### src/rtl/mem_ctrl_if.sv
// Memory controller bus: fetch port, load/store port and RAM/UART side.
// mem_ctrl binds the slave view; requesters and RAM sit on the master view.
interface mem_ctrl_if #(
  parameter int ADDR_W = 32
);
  logic              if_en;
  logic [ADDR_W-1:0] if_pc;
  logic              if_done;
  logic [31:0]       if_data;
  logic              lsb_en;
  logic              lsb_wr;
  logic [ADDR_W-1:0] lsb_a;
  logic [2:0]        lsb_l;
  logic [31:0]       lsb_w;
  logic              lsb_done;
  logic [31:0]       lsb_r;
  logic [7:0]        mem_din;
  logic [7:0]        mem_dout;
  logic [ADDR_W-1:0] mem_a;
  logic              mem_wr;
  logic              io_buffer_full;

  modport slave (
    input  if_en, if_pc, lsb_en, lsb_wr,
    input  lsb_a, lsb_l, lsb_w,
    input  mem_din, io_buffer_full,
    output if_done, if_data, lsb_done, lsb_r,
    output mem_dout, mem_a, mem_wr
  );

  modport master (
    output if_en, if_pc, lsb_en, lsb_wr,
    output lsb_a, lsb_l, lsb_w,
    output mem_din, io_buffer_full,
    input  if_done, if_data, lsb_done, lsb_r,
    input  mem_dout, mem_a, mem_wr
  );
endinterface

### src/rtl/mem_ctrl.sv
// Byte-serial memory controller arbitrating instruction fetch and
// load/store traffic onto a single-port RAM with UART back-pressure.
module mem_ctrl #(
  parameter int         ADDR_W  = 32,
  parameter logic [1:0] IO_ADDR = 2'b11
) (
  input logic      clk,
  input logic      rst,
  input logic      rdy,
  input logic      rollback,
  mem_ctrl_if.slave bus
);

  typedef enum logic [1:0] {
    IDLE  = 2'd0,
    READ  = 2'd1,
    WRITE = 2'd2
  } state_t;

  state_t            state, state_nx;
  logic [2:0]        cnt, cnt_nx;
  logic [2:0]        len, len_nx;
  logic [ADDR_W-1:0] base, base_nx;
  logic [31:0]       data, data_nx;
  logic              is_lsb, is_lsb_nx;
  logic              last_lsb, last_nx;
  logic              stale, stale_nx;
  logic              if_done, if_done_nx;
  logic              lsb_done, lsb_done_nx;
  logic [31:0]       if_data, if_data_nx;
  logic [31:0]       lsb_r, lsb_r_nx;

  logic       if_req, lsb_req;
  logic       grant_if, grant_lsb;
  logic       io_stall, abort;
  logic [2:0] cnt_inc;
  logic [4:0] wr_idx, rd_idx;

  assign bus.if_done  = if_done;
  assign bus.lsb_done = lsb_done;
  assign bus.if_data  = if_data;
  assign bus.lsb_r    = lsb_r;

  // A requester whose done is still high is finishing, not asking again.
  assign if_req  = bus.if_en && !bus.if_done && !rollback;
  assign lsb_req = bus.lsb_en && !bus.lsb_done;

  assign grant_lsb = lsb_req && (!if_req || !last_lsb);
  assign grant_if  = if_req && !grant_lsb;

  assign io_stall = bus.io_buffer_full
                 && (base[17:16] == IO_ADDR);
  assign abort    = rollback && !is_lsb
                 && (state == READ);

  assign cnt_inc = cnt + 3'd1;
  assign wr_idx  = {cnt[1:0], 3'b000};
  assign rd_idx  = {cnt[1:0] - 2'd1, 3'b000};

  always_comb begin
    bus.mem_a    = '0;
    bus.mem_dout = '0;
    bus.mem_wr   = 1'b0;
    unique case (state)
      READ: begin
        if (stale)
          bus.mem_a = base + ADDR_W'(cnt - 3'd1);
        else
          bus.mem_a = base + ADDR_W'(cnt);
      end
      WRITE: begin
        bus.mem_a    = base + ADDR_W'(cnt);
        bus.mem_dout = data[wr_idx +: 8];
        bus.mem_wr   = rdy && !rst && !io_stall;
      end
      default: ;
    endcase
  end

  always_comb begin
    state_nx    = state;
    cnt_nx      = cnt;
    len_nx      = len;
    base_nx     = base;
    data_nx     = data;
    is_lsb_nx   = is_lsb;
    last_nx     = last_lsb;
    stale_nx    = stale;
    if_done_nx  = 1'b0;
    lsb_done_nx = 1'b0;
    if_data_nx  = if_data;
    lsb_r_nx    = lsb_r;
    unique case (state)
      IDLE: begin
        cnt_nx   = '0;
        stale_nx = 1'b0;
        if (grant_lsb) begin
          state_nx  = bus.lsb_wr ? WRITE : READ;
          base_nx   = bus.lsb_a;
          len_nx    = bus.lsb_l;
          is_lsb_nx = 1'b1;
          last_nx   = 1'b1;
          data_nx   = bus.lsb_wr ? bus.lsb_w : '0;
        end else if (grant_if) begin
          state_nx  = READ;
          base_nx   = bus.if_pc;
          len_nx    = 3'd4;
          is_lsb_nx = 1'b0;
          last_nx   = 1'b0;
          data_nx   = '0;
        end
      end
      READ: begin
        if (abort) begin
          state_nx = IDLE;
          cnt_nx   = '0;
          stale_nx = 1'b0;
        end else if (stale) begin
          stale_nx = 1'b0;
        end else begin
          // mem_din carries the byte addressed last cycle
          if (cnt != 3'd0)
            data_nx[rd_idx +: 8] = bus.mem_din;
          if (cnt == len) begin
            state_nx = IDLE;
            cnt_nx   = '0;
            if (is_lsb) begin
              lsb_done_nx = 1'b1;
              lsb_r_nx    = data_nx;
            end else begin
              if_done_nx = 1'b1;
              if_data_nx = data_nx;
            end
          end else begin
            cnt_nx = cnt_inc;
          end
        end
      end
      WRITE: begin
        if (!io_stall) begin
          if (cnt_inc >= len) begin
            state_nx    = IDLE;
            cnt_nx      = '0;
            lsb_done_nx = 1'b1;
          end else begin
            cnt_nx = cnt_inc;
          end
        end
      end
      default: state_nx = IDLE;
    endcase
  end

  always_ff @(posedge clk) begin
    if (rst) begin
      state    <= IDLE;
      cnt      <= '0;
      len      <= '0;
      base     <= '0;
      data     <= '0;
      is_lsb   <= 1'b0;
      last_lsb <= 1'b0;
      stale    <= 1'b0;
      if_done  <= 1'b0;
      lsb_done <= 1'b0;
      if_data  <= '0;
      lsb_r    <= '0;
    end else if (rdy) begin
      state    <= state_nx;
      cnt      <= cnt_nx;
      len      <= len_nx;
      base     <= base_nx;
      data     <= data_nx;
      is_lsb   <= is_lsb_nx;
      last_lsb <= last_nx;
      stale    <= stale_nx;
      if_done  <= if_done_nx;
      lsb_done <= lsb_done_nx;
      if_data  <= if_data_nx;
      lsb_r    <= lsb_r_nx;
    end else if (state == READ && cnt != 3'd0) begin
      // RAM kept reading during the freeze; re-address before capture
      stale <= 1'b1;
    end
  end

endmodule

### src/flat_wrapper.sv
// flat-port wrapper written by rule: the top's interface ports become plain ports
module mem_ctrl_flat 
#(
  parameter int         ADDR_W  = 32,
  parameter logic [1:0] IO_ADDR = 2'b11
)
  (clk, rst, rdy, rollback, bus_if_en, bus_if_pc, bus_lsb_en, bus_lsb_wr, bus_lsb_a, bus_lsb_l, bus_lsb_w, bus_mem_din, bus_io_buffer_full, bus_if_done, bus_if_data, bus_lsb_done, bus_lsb_r, bus_mem_dout, bus_mem_a, bus_mem_wr);
  mem_ctrl_if #(.ADDR_W(ADDR_W)) bus_i ();
  input logic clk;
  input logic rst;
  input logic rdy;
  input logic rollback;
  input wire logic [$bits(bus_i.if_en)-1:0] bus_if_en;
  input wire logic [$bits(bus_i.if_pc)-1:0] bus_if_pc;
  input wire logic [$bits(bus_i.lsb_en)-1:0] bus_lsb_en;
  input wire logic [$bits(bus_i.lsb_wr)-1:0] bus_lsb_wr;
  input wire logic [$bits(bus_i.lsb_a)-1:0] bus_lsb_a;
  input wire logic [$bits(bus_i.lsb_l)-1:0] bus_lsb_l;
  input wire logic [$bits(bus_i.lsb_w)-1:0] bus_lsb_w;
  input wire logic [$bits(bus_i.mem_din)-1:0] bus_mem_din;
  input wire logic [$bits(bus_i.io_buffer_full)-1:0] bus_io_buffer_full;
  output wire logic [$bits(bus_i.if_done)-1:0] bus_if_done;
  output wire logic [$bits(bus_i.if_data)-1:0] bus_if_data;
  output wire logic [$bits(bus_i.lsb_done)-1:0] bus_lsb_done;
  output wire logic [$bits(bus_i.lsb_r)-1:0] bus_lsb_r;
  output wire logic [$bits(bus_i.mem_dout)-1:0] bus_mem_dout;
  output wire logic [$bits(bus_i.mem_a)-1:0] bus_mem_a;
  output wire logic [$bits(bus_i.mem_wr)-1:0] bus_mem_wr;
  assign bus_i.if_en = bus_if_en;
  assign bus_i.if_pc = bus_if_pc;
  assign bus_i.lsb_en = bus_lsb_en;
  assign bus_i.lsb_wr = bus_lsb_wr;
  assign bus_i.lsb_a = bus_lsb_a;
  assign bus_i.lsb_l = bus_lsb_l;
  assign bus_i.lsb_w = bus_lsb_w;
  assign bus_i.mem_din = bus_mem_din;
  assign bus_i.io_buffer_full = bus_io_buffer_full;
  assign bus_if_done = bus_i.if_done;
  assign bus_if_data = bus_i.if_data;
  assign bus_lsb_done = bus_i.lsb_done;
  assign bus_lsb_r = bus_i.lsb_r;
  assign bus_mem_dout = bus_i.mem_dout;
  assign bus_mem_a = bus_i.mem_a;
  assign bus_mem_wr = bus_i.mem_wr;
  mem_ctrl #(.ADDR_W(ADDR_W), .IO_ADDR(IO_ADDR)) u_core (.clk(clk), .rst(rst), .rdy(rdy), .rollback(rollback), .bus(bus_i));
endmodule
### config.mk
export PLATFORM = sky130hd
export DESIGN_NAME = mem_ctrl_flat
export DESIGN_NICKNAME = d
export VERILOG_FILES = /design/src/rtl/mem_ctrl_if.sv /design/src/rtl/mem_ctrl.sv /design/src/flat_wrapper.sv
export SDC_FILE = /design/constraint.sdc
export NUM_CORES = 1
export LEC_CHECK = 0
export CAP_MARGIN = 20
export CORE_AREA = 2 2 104 182
export DETAILED_ROUTE_END_ITERATION = 10
export DIE_AREA = 0 0 106 184
export PLACE_DENSITY = 0.91
export SLEW_MARGIN = 25
export SYNTH_ARGS = -nofsm -noshare
export SYNTH_HDL_FRONTEND = slang
export SYNTH_SLANG_ARGS = --single-unit
### constraint.sdc
create_clock -name clk -period 8.95 [get_ports clk]
set_input_delay 2.685 -clock clk [delete_from_list [all_inputs] [get_ports clk]]
set_output_delay 2.685 -clock clk [all_outputs]
set_load 0.01 [all_outputs]
======== Yosys cells after proc, flatten, opt, wreduce, memory -nomap -nowiden ========
Index checks and enable logic that the tools add are counted.
storage, ports and cells
  flip-flop bits (word level) ............. 140
  bits in latches ......................... 0
  RAM bits ................................ 0
  ROM bits ................................ 0
  input bits .............................. 115
  output and inout bits ................... 107
  logic and storage cells ................. 118
  memories ................................ 0
cells by class
  add/sub/neg operators ................... 6
  multipliers ............................. 0
  div/mod/pow operators ................... 0
  magnitude comparators ................... 1
  equal/unequal tests ..................... 12
  shift-type cells ........................ 3
  muxes and demuxes ....................... 48
  bitwise gates (word level) .............. 3
  reductions and logical operators ........ 34
operator list
  cell                                                                     number
  32-bit two-way mux                                                       9
  32-bit one-hot mux with 2 select lines                                   2
  32-bit by 3-bit adder with 32-bit output                                 1
  32-bit adder                                                             1
  32-bit bitwise mux                                                       1
  8-bit by 7-bit variable shift with 32-bit output (first input constant)  1
  32-bit by 6-bit variable part select with 8-bit output                   1
  8-bit by 7-bit variable part select with 32-bit output                   1
  3-bit two-way mux                                                        7
  6-bit AND reduction                                                      3
  1-bit two-way mux                                                        17
  2-bit two-way mux                                                        8
  1-bit logical AND                                                        11
  3-bit one-hot mux with 3 select lines                                    1
  1-bit logical NOT                                                        8
  8-bit two-way mux                                                        1
  2-bit != test (second input constant)                                    4
  5-bit negation with 7-bit output                                         1
  3-bit by 1-bit != test with 1-bit output (second input constant)         2
  2-bit one-hot mux with 3 select lines                                    1
  2-bit nonzero test                                                       3
  3-bit nonzero test                                                       2
  5-bit AND reduction                                                      1
  2-bit equality test (second input constant)                              2
  other kinds (16)                                                         18

======== Longest topological paths before layout ========
Gate-level depths: netlist of the first run.
  depth after elaboration ................. 11
  mapped depth ............................ 15
  mapped depth without buffers ............ 14

======== Least setup slack after synthesis of the first run ========
Ideal clock, no wire load.
  path kind ............................... reg-to-output
  start ................................... register u_core.cnt[0]
  end ..................................... output bus_mem_a[26]
  arrival time ............................ 4,580 ps
  data required time ...................... 6,265 ps
  setup slack ............................. 1,685 ps
  cell stages (with the launch flop) ...... 13
  buffers on the path ..................... 0
  cell sequence ........................... dfxtp_1 > nor3_1 > ha_1 > o21ai_1 > a21oi_1 > o21ai_1 > a21oi_2 > a221oi_2 > o21ai_2 > a2111oi_4 > o21ai_0 > xnor2_1 > o22ai_1
between the ends
  word-level cells in the longest chain between the ends .. 4
  elaborated cells on any way between the ends .. 5
  classes of those cells .................. 3 x add/sub; 2 x mux
ends and longest elaborated chain
  item                                         RTL line            RTL
  from (decl)                                  mem_ctrl.sv:21      logic [2:0] cnt, cnt_nx;
  from (signal assigned)                       mem_ctrl.sv:170     cnt <= cnt_nx;
  3-bit by 1-bit subtractor with 4-bit output  mem_ctrl.sv:67      bus.mem_a = base + ADDR_W'(cnt - 3'd1);
  32-bit adder                                 mem_ctrl.sv:67
  32-bit two-way mux                           mem_ctrl.sv:66      if (stale)
  32-bit one-hot mux with 2 select lines *     mem_ctrl.sv:64      unique case (state)
  to (decl)                                    flat_wrapper.sv:27  output wire logic [$bits(bus_i.mem_a)-1:0] bus_mem_a;
Mark *: on every way between the ends. The rest lies on a longest branch, timed or not.

======== Worst setup path after layout of the first run ========
  start ................................... register u_core.cnt[0]
  end ..................................... output bus_mem_a[28]
The elaborated chain is that of the path after synthesis.

==> metrics.md, run 1 <==
| Metric | Value |
|---|---|
| Multiplexer fraction of the synthesized cell area | 5.64% |
| Status | finished, final reports clean |
| Data required time at the worst endpoint | between 6 and 7 ns |
| DRC violations left | 0 |
| Number of vias per cell | approximately 6 |
| Cell area power density | between 150 and 200 mW/mm2 |
| Flip-flop and latch count after synthesis | 140 |
| Ranking of synthesized cells by area | dfxtp_1, a211oi_1, nor2_1, ha_1, mux2i_1 |
| Xor and xnor fraction of the mapped netlist area | 6.12% |
| Maximum clock rate | 0.127 GHz |
| Footprint of the flip-flops and latches | about 0.0028 mm2 |
| Cells after DPL | 1,475 |
| Post-synth top area share | 31.6% |
| Setup TNS | 0 ns |
| Max VDD drop | 0.111 mV |
| Arithmetic-cell share of the synthesized area counting full adders, half adders and majority gates | 7.22% |
| Total track usage | 29.7% |
| Fraction of registers with async set/reset | 0% |
| Post-synthesis cell type with the largest combined area | dfxtp_1 |
| FP Rows | 65 |
| Horizontal die dimension | 106 um |
| Switching Share | 31.2% |
| Internal cell power | ~0.0013 W |
| Routed wire per std cell | 19.2 um |
| Die H | 184 um |
| Min Hold Slack | 0.498 ns |
| Reported leakage power | 4.29 nW |
| Total Wirelength | 28,900 um |
| Number of antenna violations at the first check in global routing | 0 |
| Placeable core region | about 0.018 mm2 |
| Synth Flop Type | dfxtp_1 |
| Type of the worst setup path | register to output pin |
| Share of post-route cells with drive strength above 1 | 5.81% |
| Final slew viol count | 0 |
| Setup Fix Bufs, Post-CTS | 0 |
| Final core utilization | 65.8% |
| Proportion of power drawn by flip-flops and latches | 36.4% |
| Antenna diode count | 0 |
| Kind of launch point of the worst setup path | register |
| Synthesized instance count | between 1,000 and 1,500 |
| DR vias | 9,018 |
| Synthesized area | 0.00887 mm2 |
| Clock Sinks | 140 |
| DRT iter0 DRCs | 611 |
| Time the final worst path needs with I/O delays and setup | ~7.9 ns |
| Number of enable flip-flop cells after synthesis | 0 |
| Starting Density | 49.3% |
| Final Hold Fails | 0 |
| Clock transition at path regs | about 0.06 ns |
| Post-synthesis to final-layout area growth | 33.3% |
| Tcrit/Tclk final | about nine tenths |
| RSZ-0062 raised after global routing | false |
| Leading cell type in the layout, fill and taps excluded | clkdlybuf4s50_1 |
| Simple-gate area share of the yosys netlist | approximately 21% |
| Proportion of power drawn by the clock network | 37.3% |
| Count of instances resized after the clock tree is built | 0 |
| Post-DRT Antenna Nets | 0 |
| Total of max-cap violations | 0 |
| Final Net Count | 1,426 |
| I/O pins | 222 |
| Total power | 0.00195 W |
| Dominant combinational cell family by area after synthesis | compound AO/OA/AOI/OAI gates |
| Sequential area share after synthesis | 31.6% |
| Type of the worst min-delay path | register to register |
| Tightest slew margin relative to the limit | 33.7% |
| Bufs on Longest Clock Path | 2 |
| CTS buffer count | 17 |
| Final setup viols | 0 |
| Wire length of the first global-routing pass | 45,700 um |
| Cell chosen for the clock root | clkbuf_16 |
| Avg Cell Area, Syn | 8.20 um2 |
| Die area | around 0.02 mm2 |
| Post-detail-place hpwl | 21,500 um |
| Transition time at the pin with the least slew margin | 0.993 ns |
| Psw | slightly above 0.0006 W |
| Total number of H-tree levels | 4 |
| Non-filler cells in the finished layout | 1,508 |
| Total number of yosys warnings | 0 |
| Count of hold-fix buffers inserted at cts | 0 |
| Clock tree from TritonCTS | built |
| CP Max Fanout | 21 |
| First drt pass iteration count | 5 |
| Count of buffers inserted at the top-level ports | between 200 and 250 |
| Area of the multi-input gates | 0.00574 mm2 |
| Synth unique cells | 60 |
| Leading cell types in the layout, fill and taps excluded | clkdlybuf4s50_1, nor2_1, dfxtp_1, a211oi_1, nand2_1 |
| Via count of the first global-routing pass | 8,948 |
| Pin count of the biggest net entering global routing | 84 |
| Gp weighted congestion | 0.957 |
| Arrival time worst endpoint | 5.21 ns |
| Clock latency on the worst-skew pair | ~0.43 ns |
| Share of the synthesized area in compound gates (AO/OA/AOI/OAI) | around a quarter |
| Final Skew | 0.00994 ns |
| Post-synthesis net count | 1,247 |
| Fill cell total of the finished layout | between 1,000 and 1,500 |
| Total gr overflow | 0 |
| Crit. End Element | output pin |
| Share of total power in combinational logic | 26.2% |
cell type report:
class | count | share of cell area (%)
Tap cell | 234 | 2.48
Clock inverter | 12 | 1.39
Timing Repair Buffer | 231 | 19.5
Inverter | 23 | 0.730
Multi-Input combinational cell | 848 | 48.5
Clock buffer | 20 | 3.69
Sequential cell | 140 | 23.7
power by group through the flow:
| stage | clock network [W] | registers (W) | logic, W |
|---|---|---|---|
| 3_5_place_dp | 0 | 0.000721 | 0.000500 |
| 5_1_grt | 0.000764 | 0.000713 | 0.000561 |
| 6_report | 0.000729 | 0.000711 | 0.000512 |
| 2_1_floorplan | 0 | 0.000706 | 0.000346 |
| 3_3_place_gp | 0 | 0.000719 | 0.000491 |
| 4_1_cts | 0.000736 | 0.000708 | 0.000505 |
layer usage:
metal  track usage [%]  wire (um)  vias up
li1                  -          -     4292
met1              30.3       9860     4182
met2              55.0      15400      419
met3              5.10       1820      125
met4              18.8       1860        0
met5                 0          0        -
cell families (layout without fill, tap and decap cells):
logic type	after synthesis	after routing
compound gates	311	311
xor+xnor	62	62
buf+inv	94	286
mux	40	40
fa+ha+maj	50	50
flops	140	140
simple gates	385	385
metrics by stage:
| stage | instance area [um2] | setup WS [ns] |
|---|---|---|
| after floorplan | 8870 | 1.69 |
| after global placement | 11200 | 1.72 |
| after detailed placement | 11200 | 1.53 |
| after CTS | 11800 | 1.09 |
| after global routing | 11800 | 0.648 |
| final | 11800 | 1.06 |
worst max-delay path, cell delays in order, from the launching register on:
cell             delay [ns]
dfxtp_1                0.98
inv_1                  0.32
ha_1                   0.31
xor2_1                 0.15
ha_1                   0.35
nand2b_1               0.12
a21oi_1                0.10
o21ai_1                0.19
a21oi_2                0.11
a221oi_2               0.47
o21ai_2                0.24
a311oi_1               0.44
a21oi_1                0.14
xnor2_1                0.15
o22ai_1                0.13
clkdlybuf4s50_1        0.59
registers in the layout, indices dropped and copies added, names as in the netlist:
register,cells
u_core.base,32
u_core.data,32
u_core.bus.lsb_done,1
u_core.cnt,3
u_core.bus.if_data,32
u_core.bus.if_done,1
u_core.bus.lsb_r,32
u_core.state,2
u_core.stale,1
u_core.len,3
u_core.is_lsb,1
cell usage after synthesis, types with 4 or more instances:
cell	instances
a211oi_1	105
a21o_1	20
a21oi_1	52
a22oi_1	34
a311oi_1	25
a31oi_1	5
and2_1	20
and3_1	10
buf_1	10
buf_2	11
clkbuf_1	50
dfxtp_1	140
ha_1	48
inv_1	23
mux2i_1	32
mux4_2	8
nand2_1	78
nand2b_1	34
nand3_1	16
nand4_1	9
nor2_1	169
nor2b_1	14
nor3_1	10
nor4_1	4
o21ai_0	21
o22ai_1	27
xnor2_1	30
xor2_1	32
final timing paths:
kind	depth (start not counted)	endpoint	from	slack, ns
setup / recovery	15	bus_mem_a[28]	u_core.cnt[0]	1.06
hold / removal	2	u_core.bus.lsb_r[0]	u_core.bus.lsb_r[0]	0.50
setup reg to reg	8	u_core.data[19]	u_core.cnt[0]	5.25
hold reg to reg	2	u_core.bus.lsb_r[0]	u_core.bus.lsb_r[0]	0.50
No activity file was read; power rests on OpenSTA's default activity.
==> inputs of run 2 (changes only) <==
--- a/config.mk
+++ b/config.mk
@@ -5,11 +5,10 @@
 export SDC_FILE = /design/constraint.sdc
 export NUM_CORES = 1
 export LEC_CHECK = 0
-export CAP_MARGIN = 20
-export CORE_AREA = 2 2 104 182
+export CORE_AREA = 2 2 116 202
 export DETAILED_ROUTE_END_ITERATION = 10
-export DIE_AREA = 0 0 106 184
-export PLACE_DENSITY = 0.91
+export DIE_AREA = 0 0 118 204
+export PLACE_DENSITY = 0.77
 export SLEW_MARGIN = 25
 export SYNTH_ARGS = -nofsm -noshare
 export SYNTH_HDL_FRONTEND = slang
==> metrics.md, run 2 (synthesis gave the netlist of run 1 again) <==
| Metric | Value |
|---|---|
| Status | finished, final reports clean |
| Die area | 0.0241 mm2 |
| Clock transition at path regs | ~0.060 ns |
| Reported leakage power | 4.28 nW |
| DRC violations left | 0 |
| Setup TNS | 0 ns |
| Via count of the first global-routing pass | ~8,800 |
| Transition time at the pin with the least slew margin | between 0.9 and 1 ns |
| Slowest stage delay, CP | 0.81 ns |
| Post-detail-place hpwl | 22,200 um |
| Tightest slew margin relative to the limit | approximately 39% |
| Kind of launch point of the worst setup path | register |
| Count of buffers inserted at the top-level ports | about 220 |
| Bufs on Longest Clock Path | 2 |
| CP Max Fanout | 17 |
| Crit path launch | u_core.cnt[1] |
| Leading cell type in the layout, fill and taps excluded | clkdlybuf4s50_1 |
| Clock tree from TritonCTS | built |
| Die H | between 200 and 250 um |
| Total Wirelength | 29,500 um |
| End point of the critical path | bus_mem_a[26] |
| Type of the worst min-delay path | register to register |
| Post-Place Cell Area | 0.0113 mm2 |
| Register-to-register setup slack | 5.49 ns |
| Cell area power density | 165 mW/mm2 |
| Length of routed met2 wiring | roughly 16,000 um |
| Post-synthesis to final-layout area growth | 34.3% |
| Final Net Count | 1,426 |
| Pin count of the biggest net entering global routing | 72 |
| Final Hold Fails | 0 |
| Cell-by-cell listing of the critical path | inv_1, ha_1, fa_1, nand2b_1, a21oi_1, o21ai_1, a21oi_2, a221oi_2, o21ai_2, a2111oi_4, o21ai_0, xnor2_1, o22ai_1, clkdlybuf4s50_1 |
| Highest metal layer used by the detailed router | met4 |
| Max VDD drop | 0.0903 mV |
| Share of post-route cells with drive strength above 1 | 6.04% |
| Met1 layer wirelength in the final routing | roughly 10,000 um |
| Final slew viol count | 0 |
| Horizontal die dimension | 118 um |
| DR vias | approximately 8,900 |
| Post-DRT Antenna Nets | 0 |
| Number of antenna violations at the first check in global routing | 2 |
| Total gr overflow | 0 |
| Capture point of the worst reg-to-reg path | u_core.data[14] |
| Cell chosen for the clock root | clkbuf_16 |
| CP max-delay cell | dfxtp_1 |
| Crit. End Element | output pin |
| Met3 WL | 1630 um |
| Type of the worst setup path | register to output pin |
| Tcrit/Tclk final | 84.7% |
| I/O pins | 222 |
| Maximum clock rate | ~0.13 GHz |
| Clock Sinks | 140 |
| Arrival time worst endpoint | 4.90 ns |
| Count of instances resized after the clock tree is built | 0 |
| Fill cell total of the finished layout | 2,098 |
| Routed wire per std cell | 18.7 um |
| Data required time at the worst endpoint | 6.27 ns |
| Time the final worst path needs with I/O delays and setup | ~7.6 ns |
| Depth of the most critical reg-to-reg path | 8 |
| Wire length of the first global-routing pass | 46,600 um |
| Total number of H-tree levels | 4 |
| Cell area after layout | 0.0119 mm2 |
| Final Skew | 0.0106 ns |
| R2R Path Start | u_core.cnt[1] |
| DRT iter0 DRCs | 630 |
| Count of hold-fix buffers inserted at cts | 0 |
| Leading cell types in the layout, fill and taps excluded | clkdlybuf4s50_1, nor2_1, dfxtp_1, a211oi_1, nand2_1 |
| Final setup viols | 0 |
| Total of max-cap violations | 0 |
| Clock latency on the worst-skew pair | 0.44 ns |
| Placeable core region | 0.0226 mm2 |
| Total track usage | 24.4% |
| First drt pass iteration count | 5 |
| Setup Fix Bufs, Post-CTS | 0 |
| Gp weighted congestion | 0.935 |
| CTS buffer count | 17 |
| RSZ-0062 raised after global routing | false |
| FP Rows | 73 |
| Starting Density | 39.3% |
| Number of vias per cell | 5.64 |
run 2: cell types whose count changed in the layout (fill, tap and decap cells not counted), sizes merged:
cell / before / now
clkbuf: 20 / 19
clkinv: 6 / 5
clkinvlp: 0 / 3
diode: 0 / 2
inv: 26 / 25
run 2: area by class of cell:
cell class              count  area (um2)  share of cell area (%)
diodes                      2        5.00                  0.0420
clock buffers              19         443                    3.72
clock inverters            13         166                    1.40
inverters                  23        86.3                   0.725
multi-input cells         848        5730                    48.1
flip-flops and latches    140        2800                    23.5
well taps                 300         375                    3.15
repair buffers            231        2300                    19.3
run 2: worst min path at each step:
stage / from / to / slack (ns) / depth (start not counted)
6_report: u_core.bus.lsb_done / u_core.bus.lsb_done / 0.48 / 2
4_1_cts: u_core.bus.lsb_done / u_core.bus.lsb_done / 0.49 / 2
3_5_place_dp: u_core.bus.lsb_done / u_core.bus.lsb_done / 0.48 / 2
2_1_floorplan: u_core.len[0] / u_core.len[0] / 0.47 / 2
5_1_grt: u_core.bus.lsb_done / u_core.bus.lsb_done / 0.50 / 2
3_3_place_gp: u_core.bus.lsb_done / u_core.bus.lsb_done / 0.47 / 2
run 2: metal layers:
metal  up-vias  GRT usage, %
li1       4297             -
met1      4146          24.7
met2       350          46.5
met3        95          4.41
met4         0          13.9
met5         -             0
run 2: stage by stage:
step           util (%)  setup slack, ns  hold WS [ns]  instances  power, W
2_1_floorplan         -             1.69         0.472       1082   0.00105
5_1_grt            52.8             1.04         0.499       1576   0.00204
3_3_place_gp       50.0             1.74         0.470       1541   0.00122
3_5_place_dp       50.0             1.58         0.482       1541   0.00122
4_1_cts            52.7             1.10         0.490       1573   0.00196
6_report           52.8             1.37         0.484       1576   0.00196
run 2: where the power goes:
part / internal [W] / switching [W] / leakage, nW
Clock: 0.000447 / 0.000291 / 0.290
Sequential: 0.000662 / 0.0000473 / 1.14
Combinational: 0.000237 / 0.000275 / 2.85
run 2: critical path: cells and delay by family (launching register included):
family                   cells  cell delay (ns)
buffers and inverters        2             0.81
XOR/XNOR                     1             0.15
AND/OR/NAND/NOR              1             0.13
AO/OA/AOI/OAI                8             1.83
flip-flops                   1             0.81
adder cells (fa/ha/maj)      2             0.73
==> inputs of run 3 (changes only) <==
==> constraint.sdc (replaced) <==
create_clock -name clk -period 7.8 [get_ports clk]
set_input_delay 2.34 -clock clk [delete_from_list [all_inputs] [get_ports clk]]
set_output_delay 2.34 -clock clk [all_outputs]
set_load 0.01 [all_outputs]
==> metrics.md, run 3 (synthesis gave the netlist of run 1 again) <==
| Metric | Value |
|---|---|
| Share of post-route cells with drive strength above 1 | 5.97% |
| Type of the worst min-delay path | register to register |
| Antenna diode count | 0 |
| Data required time at the worst endpoint | 5.46 ns |
| Post-Place Cell Area | 0.0113 mm2 |
| Via count of the first global-routing pass | 8,705 |
| Post-detail-place hpwl | 22,300 um |
| Cell area power density | 193 mW/mm2 |
| Cell chosen for the clock root | clkbuf_16 |
| Number of vias per cell | 5.60 |
| Count of hold-fix buffers inserted at cts | 0 |
| CTS buffer count | 17 |
| Total track usage | between 20 and 25% |
| Die area | 0.0241 mm2 |
| I/O pins | 222 |
| Slowest stage delay, CP | 0.80 ns |
| Kind of launch point of the worst setup path | register |
| Total Wirelength | 29,500 um |
| First drt pass iteration count | 5 |
| Clock tree from TritonCTS | built |
| Die H | a little over 200 um |
| Tightest slew margin relative to the limit | 39.8% |
| DRT iter0 DRCs | 619 |
| Setup TNS | 0 ns |
| Clock latency on the worst-skew pair | 0.43 ns |
| Placeable core region | between 0.02 and 0.025 mm2 |
| RSZ-0062 raised after global routing | false |
| Type of the worst setup path | register to output pin |
| Crit. End Element | output pin |
| Gp weighted congestion | 0.950 |
| Status | finished, final reports clean |
| Count of buffers inserted at the top-level ports | 221 |
| Final Net Count | 1,427 |
| Post-synthesis to final-layout area growth | 34.7% |
| Clock Sinks | between 100 and 150 |
| Tcrit/Tclk final | 92.7% |
| DR vias | 8,817 |
| DRC violations left | 0 |
| Clock transition at path regs | about 0.06 ns |
| Non-filler cells in the finished layout | between 1,500 and 2,000 |
| Setup Fix Bufs, Post-CTS | 0 |
| Wire length of the first global-routing pass | 46,000 um |
| Arrival time worst endpoint | just under 5 ns |
| Transition time at the pin with the least slew margin | 0.904 ns |
| Number of antenna violations at the first check in global routing | 0 |
| Final Skew | 0.0129 ns |
| Post-DRT Antenna Nets | 0 |
| Leading cell types in the layout, fill and taps excluded | clkdlybuf4s50_1, nor2_1, dfxtp_1, a211oi_1, nand2_1 |
| Max VDD drop | 0.113 mV |
| Cells after DPL | approximately 1,500 |
| Category of cells accounting for the largest share of critical-path delay | compound AO/OA/AOI/OAI gates |
| Pin count of the biggest net entering global routing | 87 |
| Cell-by-cell listing of the critical path | inv_1, ha_1, fa_1, nand2b_1, a21oi_1, o21ai_1, a21oi_2, a221oi_2, o21ai_2, a2111oi_4, o21ai_0, xnor2_1, o22ai_1, clkdlybuf4s50_1 |
| FP Rows | 73 |
| Maximum clock rate | 0.138 GHz |
| Final Hold Fails | 0 |
| Min Hold Slack | 0.494 ns |
| Reported leakage power | ~4.3 nW |
| Combined buffer and inverter count along the critical path | 2 |
| Leading cell type in the layout, fill and taps excluded | clkdlybuf4s50_1 |
| Count of instances resized after the clock tree is built | 0 |
| Total of max-cap violations | 0 |
| Routed wire per std cell | 18.7 um |
| Horizontal die dimension | 118 um |
| CP Max Fanout | 17 |
| CP max-delay cell | dfxtp_1 |
| Cell area after layout | 0.0119 mm2 |
| Final slew viol count | 0 |
| Final setup viols | 0 |
| Total gr overflow | 0 |
| Time the final worst path needs with I/O delays and setup | 7.23 ns |
| Bufs on Longest Clock Path | 2 |
| Total number of H-tree levels | 4 |
| Starting Density | 39.3% |
[run 3: layer usage]
metal / GRT usage (%) / share of wire, %
met5: 0 / 0
met4: 13.6 / 5.0
met3: 3.85 / 5.2
met2: 47.1 / 55
met1: 24.4 / 35
[run 3: worst min-delay path, stage by stage (launching register included)]
cell and delay (ns):
dfxtp_1 0.33, nand2_1 0.06, a21oi_1 0.05
[run 3: through the flow]
stage,total power [W],setup slack (ns),utilization [%]
after floorplan,0.00121,0.880,-
after global placement,0.00139,1.23,50.0
after detailed placement,0.00140,1.08,50.0
after CTS,0.00231,0.606,52.9
after global routing,0.00241,0.190,53.0
final,0.00231,0.567,53.0
[run 3: power breakdown]
| group | total, W | switching [W] | internal (W) | leakage, nW |
|---|---|---|---|---|
| sequential | 0.000813 | 0.0000533 | 0.000760 | 1.14 |
| combinational | 0.000588 | 0.000316 | 0.000272 | 2.85 |
| clock | 0.000907 | 0.000338 | 0.000569 | 0.300 |
[run 3: area by class of cell]
| class | instances | area (um2) |
|---|---|---|
| well taps | 300 | 375 |
| clock buffers | 18 | 429 |
| multi-input cells | 848 | 5730 |
| fillers | 2087 | 10600 |
| inverters | 23 | 86.3 |
| flip-flops and latches | 140 | 2800 |
| repair buffers | 232 | 2300 |
| clock inverters | 13 | 215 |
[run 3: final timing paths]
kind | startpoint | depth (start not counted) | slack, ns | end
hold reg to reg | u_core.bus.lsb_done | 2 | 0.49 | u_core.bus.lsb_done
hold / removal | u_core.bus.lsb_done | 2 | 0.49 | u_core.bus.lsb_done
setup / recovery | u_core.cnt[1] | 14 | 0.57 | bus_mem_a[26]
setup reg to reg | u_core.cnt[1] | 8 | 4.44 | u_core.data[14]
